$ cat src/rtl/cic_decimator_mc.sv
// Multi-channel CIC decimator with a runtime ratio and shift, round-half-up gain
// compensation, per-lane saturation and a one-entry valid/ready output register.
module cic_decimator_mc #(
    parameter int IN_WIDTH  = 16,
    parameter int OUT_WIDTH = 16,
    parameter int STAGES    = 3,
    parameter int MAX_DECIM = 64,
    parameter int CHANNELS  = 2,
    localparam int W  = IN_WIDTH + STAGES * $clog2(MAX_DECIM),
    localparam int CW = $clog2(MAX_DECIM) + 1
) (
    input  logic                          clk,
    input  logic                          rst,
    input  logic                          cfg_load,
    input  logic [CW-1:0]                 cfg_decim,
    input  logic [5:0]                    cfg_shift,
    input  logic                          in_valid,
    input  logic [CHANNELS*IN_WIDTH-1:0]  in_data,
    output logic                          out_valid,
    input  logic                          out_ready,
    output logic [CHANNELS*OUT_WIDTH-1:0] out_data,
    output logic [CHANNELS-1:0]           sat_flag,
    output logic                          overrun
);
    localparam int WUW = $clog2(STAGES + 1);
    localparam logic [WUW-1:0] WARM_DONE = WUW'(STAGES);
    localparam logic [5:0] SHIFT_MAX = (W - 1 > 63) ? 6'd63 : 6'(W - 1);
    localparam logic signed [W:0] SAT_MAX = {{(W-OUT_WIDTH+2){1'b0}}, {(OUT_WIDTH-1){1'b1}}};
    localparam logic signed [W:0] SAT_MIN = {{(W-OUT_WIDTH+2){1'b1}}, {(OUT_WIDTH-1){1'b0}}};

    typedef logic signed [W-1:0] acc_t;

    function automatic logic [CW-1:0] clamp_decim(input logic [CW-1:0] r);
        if (r < CW'(2)) return CW'(2);
        if (r > CW'(MAX_DECIM)) return CW'(MAX_DECIM);
        return r;
    endfunction

    function automatic logic [5:0] clamp_shift(input logic [5:0] s);
        return (s > SHIFT_MAX) ? SHIFT_MAX : s;
    endfunction

    acc_t integ_q [CHANNELS][STAGES];
    acc_t integ_d [CHANNELS][STAGES];
    acc_t samp_q  [CHANNELS];
    acc_t samp_d  [CHANNELS];
    acc_t dly_q   [CHANNELS][STAGES];
    acc_t dly_d   [CHANNELS][STAGES];
    acc_t comb_q  [CHANNELS][STAGES];
    acc_t comb_d  [CHANNELS][STAGES];
    acc_t stage_in [CHANNELS][STAGES];
    acc_t x;

    logic [STAGES-1:0] comb_v_q, comb_v_d, stage_v;
    logic              stb_q, stb_d;
    logic              samp_v_q, samp_v_d;
    logic [CW-1:0]     decim_q, decim_d;
    logic [CW-1:0]     cnt_q, cnt_d;
    logic [5:0]        shift_q, shift_d;
    logic [WUW-1:0]    warm_q, warm_d;
    logic              present;

    logic                          out_valid_q, out_valid_d;
    logic [CHANNELS*OUT_WIDTH-1:0] out_data_q, out_data_d;
    logic [CHANNELS-1:0]           sat_q, sat_d;
    logic                          overrun_q, overrun_d;

    logic signed [W:0]             ext, rnd, sum, shf;
    logic [CHANNELS*OUT_WIDTH-1:0] scaled;
    logic [CHANNELS-1:0]           sat_lane;

    // Integrator chain uses each stage's freshly updated value, so the last stage
    // holds the full N-th order running sum including the current sample.
    always_comb begin
        integ_d = integ_q;
        cnt_d   = cnt_q;
        stb_d   = 1'b0;
        decim_d = decim_q;
        shift_d = shift_q;
        x       = '0;
        if (cfg_load) begin
            for (int c = 0; c < CHANNELS; c++)
                for (int s = 0; s < STAGES; s++)
                    integ_d[c][s] = '0;
            cnt_d   = '0;
            decim_d = clamp_decim(cfg_decim);
            shift_d = clamp_shift(cfg_shift);
        end else if (in_valid) begin
            for (int c = 0; c < CHANNELS; c++) begin
                x = {{(W-IN_WIDTH){in_data[c*IN_WIDTH+IN_WIDTH-1]}}, in_data[c*IN_WIDTH +: IN_WIDTH]};
                for (int s = 0; s < STAGES; s++) begin
                    integ_d[c][s] = integ_q[c][s] + x;
                    x = integ_d[c][s];
                end
            end
            if (cnt_q == decim_q - CW'(1)) begin
                cnt_d = '0;
                stb_d = 1'b1;
            end else begin
                cnt_d = cnt_q + CW'(1);
            end
        end
    end

    // Decimated-rate comb pipeline: one stage per clock behind the strobe.
    always_comb begin
        samp_v_d = 1'b0;
        samp_d   = samp_q;
        comb_v_d = '0;
        comb_d   = comb_q;
        dly_d    = dly_q;
        stage_v[0] = samp_v_q;
        for (int s = 1; s < STAGES; s++) stage_v[s] = comb_v_q[s-1];
        for (int c = 0; c < CHANNELS; c++) begin
            stage_in[c][0] = samp_q[c];
            for (int s = 1; s < STAGES; s++) stage_in[c][s] = comb_q[c][s-1];
        end
        if (cfg_load) begin
            for (int c = 0; c < CHANNELS; c++)
                for (int s = 0; s < STAGES; s++)
                    dly_d[c][s] = '0;
        end else begin
            samp_v_d = stb_q;
            if (stb_q)
                for (int c = 0; c < CHANNELS; c++) samp_d[c] = integ_q[c][STAGES-1];
            for (int s = 0; s < STAGES; s++) begin
                comb_v_d[s] = stage_v[s];
                if (stage_v[s]) begin
                    for (int c = 0; c < CHANNELS; c++) begin
                        comb_d[c][s] = stage_in[c][s] - dly_q[c][s];
                        dly_d[c][s]  = stage_in[c][s];
                    end
                end
            end
        end
    end

    // One guard bit keeps the rounding add from overflowing near full scale.
    always_comb begin
        rnd      = '0;
        ext      = '0;
        sum      = '0;
        shf      = '0;
        scaled   = '0;
        sat_lane = '0;
        if (shift_q != 6'd0) rnd = (W+1)'(1) << (shift_q - 6'd1);
        for (int c = 0; c < CHANNELS; c++) begin
            ext = {comb_q[c][STAGES-1][W-1], comb_q[c][STAGES-1]};
            sum = ext + rnd;
            shf = sum >>> shift_q;
            if (shf > SAT_MAX) begin
                sat_lane[c] = 1'b1;
                scaled[c*OUT_WIDTH +: OUT_WIDTH] = SAT_MAX[OUT_WIDTH-1:0];
            end else if (shf < SAT_MIN) begin
                sat_lane[c] = 1'b1;
                scaled[c*OUT_WIDTH +: OUT_WIDTH] = SAT_MIN[OUT_WIDTH-1:0];
            end else begin
                scaled[c*OUT_WIDTH +: OUT_WIDTH] = shf[OUT_WIDTH-1:0];
            end
        end
    end

    // Handshake: a result transfers on any cycle where out_valid && out_ready; a new
    // result always loads, and overwriting an unaccepted one raises overrun.
    always_comb begin
        out_valid_d = out_valid_q;
        out_data_d  = out_data_q;
        sat_d       = sat_q;
        overrun_d   = overrun_q;
        warm_d      = warm_q;
        present     = 1'b0;
        if (cfg_load) begin
            warm_d    = '0;
            sat_d     = '0;
            overrun_d = 1'b0;
        end else if (comb_v_q[STAGES-1]) begin
            if (warm_q == WARM_DONE) present = 1'b1;
            else warm_d = warm_q + WUW'(1);
        end
        if (present) begin
            out_valid_d = 1'b1;
            out_data_d  = scaled;
            sat_d       = sat_q | sat_lane;
            if (out_valid_q && !out_ready) overrun_d = 1'b1;
        end else if (out_ready) begin
            out_valid_d = 1'b0;
        end
    end

    always_ff @(posedge clk) begin
        if (rst) begin
            for (int c = 0; c < CHANNELS; c++) begin
                samp_q[c] <= '0;
                for (int s = 0; s < STAGES; s++) begin
                    integ_q[c][s] <= '0;
                    dly_q[c][s]   <= '0;
                    comb_q[c][s]  <= '0;
                end
            end
            comb_v_q    <= '0;
            stb_q       <= 1'b0;
            samp_v_q    <= 1'b0;
            cnt_q       <= '0;
            warm_q      <= '0;
            decim_q     <= clamp_decim(cfg_decim);
            shift_q     <= clamp_shift(cfg_shift);
            out_valid_q <= 1'b0;
            out_data_q  <= '0;
            sat_q       <= '0;
            overrun_q   <= 1'b0;
        end else begin
            integ_q     <= integ_d;
            samp_q      <= samp_d;
            dly_q       <= dly_d;
            comb_q      <= comb_d;
            comb_v_q    <= comb_v_d;
            stb_q       <= stb_d;
            samp_v_q    <= samp_v_d;
            cnt_q       <= cnt_d;
            warm_q      <= warm_d;
            decim_q     <= decim_d;
            shift_q     <= shift_d;
            out_valid_q <= out_valid_d;
            out_data_q  <= out_data_d;
            sat_q       <= sat_d;
            overrun_q   <= overrun_d;
        end
    end

    assign out_valid = out_valid_q;
    assign out_data  = out_data_q;
    assign sat_flag  = sat_q;
    assign overrun   = overrun_q;

endmodule

$ cat config.mk
export PLATFORM = sky130hd
export DESIGN_NAME = cic_decimator_mc
export DESIGN_NICKNAME = d
export VERILOG_FILES = /design/src/rtl/cic_decimator_mc.sv
export SDC_FILE = /design/constraint.sdc
export NUM_CORES = 2
export LEC_CHECK = 0
export ABC_AREA = 1
export CAP_MARGIN = 0
export CORE_MARGIN = 1.5
export CORE_UTILIZATION = 30
export DETAILED_ROUTE_END_ITERATION = 8
export MAX_ROUTING_LAYER = met4
export RECOVER_POWER = 50
export SLEW_MARGIN = 40
export SYNTH_ARGS = -nofsm -noshare
export SYNTH_HDL_FRONTEND = slang
export SYNTH_SLANG_ARGS = --single-unit
$ cat constraint.sdc
create_clock -name clk -period 14.55 [get_ports clk]
set_input_delay 2.1825 -clock clk [delete_from_list [all_inputs] [get_ports clk]]
set_output_delay 2.1825 -clock clk [all_outputs]
set_load 0.005 [all_outputs]
* Word level (Yosys, flattened, before mapping)
Cells that the tools add are included.
W data, S select, Z words.
** Word-level totals
- Bits in registers :: 743
- Output and inout bits :: 36
- Word-level logic and storage cells :: 118
** Operators by class
- $add $sub $neg :: 18
- Order comparisons :: 7
- Eq/ne operators :: 2
- Shift-type cells :: 3
- Muxes and demuxes :: 40
- Bitwise logic cells :: 4
- Reduce and logical (&&, ||, !) cells :: 13
** Operator list (number)
- $sub A34 B34 Y34 :: 6
- $add A34 B34 Y34 :: 4
- $add A34 B35 Y35 :: 2
- $gt A35 B16 Y1 const B :: 2
- $lt A35 B16 Y1 const B :: 2
- $sshr A35 B6 Y35 :: 2
- $add A34 B16 Y34 :: 2
- $mux W16 :: 4
- $mux W7 :: 9
- $mux W35 :: 1
- $shl A1 B6 Y35 const A :: 1
- $mux W1 :: 21
- $mux W6 :: 3
- $reduce_and A2 Y1 :: 5
- $add A7 B1 Y7 const B :: 1
- $eq A7 B7 Y1 :: 1
- $gt A7 B7 Y1 const B :: 1
- $lt A7 B2 Y1 const B :: 1
- $sub A7 B1 Y7 const B :: 1
- $gt A6 B6 Y1 const B :: 1
- $reduce_bool A2 Y1 :: 3
- $reduce_bool A6 Y1 :: 1
- $sub A6 B1 Y6 const B :: 1
- $mux W2 :: 2
- other kinds (8) :: 10

* Depth between registers and ports, before layout
- Word-level depth :: 10
- Gate-level depth with buffers :: 46
- Gate-level depth less buffers :: 46

* Worst setup path after synthesis
No wires, ideal clock.
- Path kind :: input to register
- Start point :: input port in_data[0]
- End point :: register integ_q[135] in the netlist's numbering
- Data arrival time :: 7502 ps
- Required time :: 14430 ps
- Slack :: 6928 ps
- Cell stages on the path :: 37
- Path through :: ha_1 fa_1 nand3_1 nand2_1 nand2_1 o211ai_1 a21oi_1 o21bai_1 a21o_1 a21oi_1 o21ai_0 a21oi_1 xor2_1 ha_1 nand2_1 nor2_1 nand2_1 nor2_1 a21oi_1 o21ai_0 a21oi_1 o21ai_0 xor2_1 ha_1 nand2_1 o21ai_0 a21oi_1 inv_1 a21oi_1 inv_1 a21oi_1 o21a_1 o21ai_0 o21ai_0 a21oi_1 o21ai_0 a21oi_1
** Between the ends
- Longest elaborated chain between the ends :: 3
** Ends and longest elaborated chain
- start: declaration :: RTL line 18 : input logic [CHANNELS*IN_WIDTH-1:0] in_data,
- $add A34 B16 Y34 :: RTL line 92 : integ_d[c][s] = integ_q[c][s] + x;
- $add A34 B34 Y34 (2 in series) :: RTL line 92
- end signal: assignment :: RTL line 212 : integ_q <= integ_d;
- end: declaration :: RTL line 43 : acc_t integ_q [CHANNELS][STAGES];
Every way passes these cells.
A chain may end at the register's enable or synchronous reset.

* Worst setup path after layout
- Start point :: input port cfg_load
- End point :: register cnt_q[6]
** Between the ends
- Longest elaborated chain between the ends :: 1
** Ends and longest elaborated chain
- start: declaration :: RTL line 14 : input logic cfg_load,
- $reduce_or A2 Y1 (no line)
- end signal: assignment :: RTL line 219 : cnt_q <= cnt_d;
- end: declaration :: RTL line 58 : logic [CW-1:0] cnt_q, cnt_d;
Every way passes these cells.

==> results.cfg <==
[outcome]
outcome = complete, but fails checks
violations = max-capacitance violations, max-slew violations

[run]
max-cap-violations = 9

[drt]
drc_errors = 0
drt-pass1-iter-count = 8
wl_per_cell_um = 14.10
highest_layer = met4
wl_met3_um = 5248
vias = 50310
routed_wl_um = 148600
met2_length_um = 66540
met1_length_um = 74010
postRouteAntennaNets = 0
first_iter_violations = 2725
drt-vias-per-instance = 4.773

[logic_synthesis]
synth-edff-count = 13
ys.flop_type = dfxtp_1
ys_seq_area_share_pct = 27.67
ys_warn_count = 0
syn_nets = 8732
syn_avg_cell_area_um2 = 6.603
syn_inst = 8211
ys_top_cells_by_area = dfxtp_1, ha_1, a21oi_1
ys_types = 65
post-synth-top-count-cell = nand2_1
netlist_area_mm2 = 0.05422
synth_async_sr_flop_share_pct = 0
synth.top_cell.area_share_pct = 26.95
yosys_register_bits = 743
netlist.top_cell.by_area = dfxtp_1
synthTopCellsByCount = nand2_1, inv_1, a21oi_1, nor2_1, o21ai_0

[global_route]
grt_pass1_vias = 47850
antenna_found_initial = 1
grt_first_pass_wirelength_um = 245000
overflow = 0
grt_use_total_pct = 16.29
grt_max_degree = 132

[cts]
cts.sinks = 743
cts_made_buffers = 87
clkTransAtPathRegs_ps = 60
post_cts_buffers = 0
clk_latency_ps = 710
root_buffer = clkbuf_16
cts_buffer_depth = 3
h-tree-depth = 3
cts_tree = built
ctsResizeCount = 0
cts_hold_repair.buffers = 0

[sta]
hold_violations = 0
tns_ps = 0
setup_viol = 0
finClkSkew_ps = 46.59
min_period_over_period_pct = 58.16
worstMarginPinSlew_ps = 3668
fmax_mhz = 118.2
slew_headroom_pct = -144.5
holdWs_ps = 455.9
fin_crit_ps = 8462
drv_slew = 607
rsz0062_at_grt = no

[finish]
drive_gt1_share_pct = 4.068
syn_to_final_growth_pct = 11.42
finalNetCount = 8632
postLayoutCellArea_mm2 = 0.06041

[critical_path]
critical_path.cell_chain = dlygate4sd3_1 > clkbuf_1 > nor2_1 > clkbuf_1 > clkbuf_1 > nand2_1 > or2_2 > inv_1
end_kind = flip-flop
cp_slowest_cell = clkbuf_1
cp_max_fo = 78
critPathArrivalTime_ps = 9100
worstSetupStartpointType = primary input
cpMostUsedCell = clkbuf_1
cpPeakStageDelay_ps = 2390
crit_type = in2reg
crit_required_ps = 15190

[pwr]
combPwrFrac_pct = 21.1
seq_power_share_pct = 36.7
internal-power_w = 0.003986
p_clk_share_pct = 42.2
p_sw_w = 0.001797
netSwitchingFraction_pct = 31.07
power_density_mw_per_mm2 = 95.73
peakVddDrop_v = 0.00009512
leakage_nw = 29.98

[min_path]
worst_hold_path_type = reg2reg

[place]
dp_hpwl_um = 113300
port_buffers = 85
place.gp.congestion = 0.9362
dpl-instance-area_mm2 = 0.05728

[floorplan]
die_y_um = 428.1
io_pins = 86
fp.dieW_um = 428.1
start_util_pct = 30.29
rows = 155
fp.dieArea_mm2 = 0.1833
core_area_mm2 = 0.1790
## final cells by class
cell class	count	area (um^2)
tap	2355	2947
antenna	1	2.502
fill	19350	118600
multi-input combinational	5954	33490
clock inverter	51	779.5
timing repair buffer	129	1234
clock buffer	112	2454
inverter	1196	4499
sequential	743	15010
## registers in the layout, indices dropped and copies added (netlist names)
register and flops:
stb_q 1, decim_q 7, dly_q 204, comb_q 204, out_valid 1, out_data 32, samp_v_q 1, integ_q 204
comb_v_q 3, shift_q 6, warm_q 2, samp_q 68, overrun 1, sat_flag 2, cnt_q 7
## metal layers
metal | vias up | GRT usage [%]
met1 | 22390 | 21.67
met5 | - | -
met3 | 166 | 1.926
met2 | 826 | 26.31
met4 | 0 | 3.653
li1 | 26930 | -
## worst max-delay path: cells and delay by family
kind | cells | cell delay, ps
buffers and inverters | 5 | 5570
AND/OR/NAND/NOR | 3 | 1220
## power by group through the flow
stage,Combinational (W),Sequential (W),Clock [W]
3_5_place_dp,0.00121,0.00217,0
2_1_floorplan,0.000934,0.00215,0
4_1_cts,0.00121,0.00212,0.00252
5_1_grt,0.00138,0.00213,0.00260
3_3_place_gp,0.00118,0.00216,0
6_report,0.00122,0.00212,0.00244
## through the flow
step                util [%]  power (W)  cells  setup slack [ps]
global route           33.75   0.006108  10540              5396
global placement       31.91   0.003350  10370              5502
detailed placement     32.00   0.003375  10380              5565
finish                 33.75   0.005783  10540              6088
floorplan                  -   0.003085   8211              6928
CTS                    33.81   0.005857  10540              6308
## final timing paths
path                    start     endpoint  slack (ps)  depth (start not counted)
hold / removal    sat_flag[0]  sat_flag[0]         460                          2
setup / recovery     cfg_load     cnt_q[6]        6090                          8
hold reg to reg   sat_flag[0]  sat_flag[0]         460                          2
setup reg to reg   shift_q[2]  sat_flag[1]        7840                         33
## placed cells by master, fill, tap and decap left out, types with 13 or more instances in the layout
master	count
xor2_1	258
clkbuf_1	19
fa_1	14
clkbuf_16	89
a31oi_1	38
o21ai_0	901
nand2_1	1200
a21oi_1	955
xnor2_1	134
clkinv_2	19
a21o_1	24
o21a_1	20
a211oi_1	17
nor3_1	36
nor4_1	15
ha_1	457
bufinv_16	15
o211ai_1	47
or2_2	19
clkbuf_8	14
nand4_1	81
nand3_1	529
nand3_2	19
buf_4	26
o21bai_1	31
o21ai_1	26
nor2_1	941
clkdlybuf4s50_1	42
dfxtp_1	728
nor2_2	16
nand2_2	33
nand3b_1	13
dlygate4sd3_1	41
edfxtp_1	13
inv_1	1175
o221ai_1	27
a21boi_0	17
## logic make-up after synthesis
kind of cell,Yosys count,share of synthesized area (%)
AND/OR/NAND/NOR,2933,22.99
AO/OA/AOI/OAI,2155,21.25
buffers and inverters,1514,10.64
flip-flops,743,27.67
adder cells (fa/ha/maj),471,11.06
XOR/XNOR,392,6.332
multiplexers,3,0.05539
(Power assumes the default switching activity.)
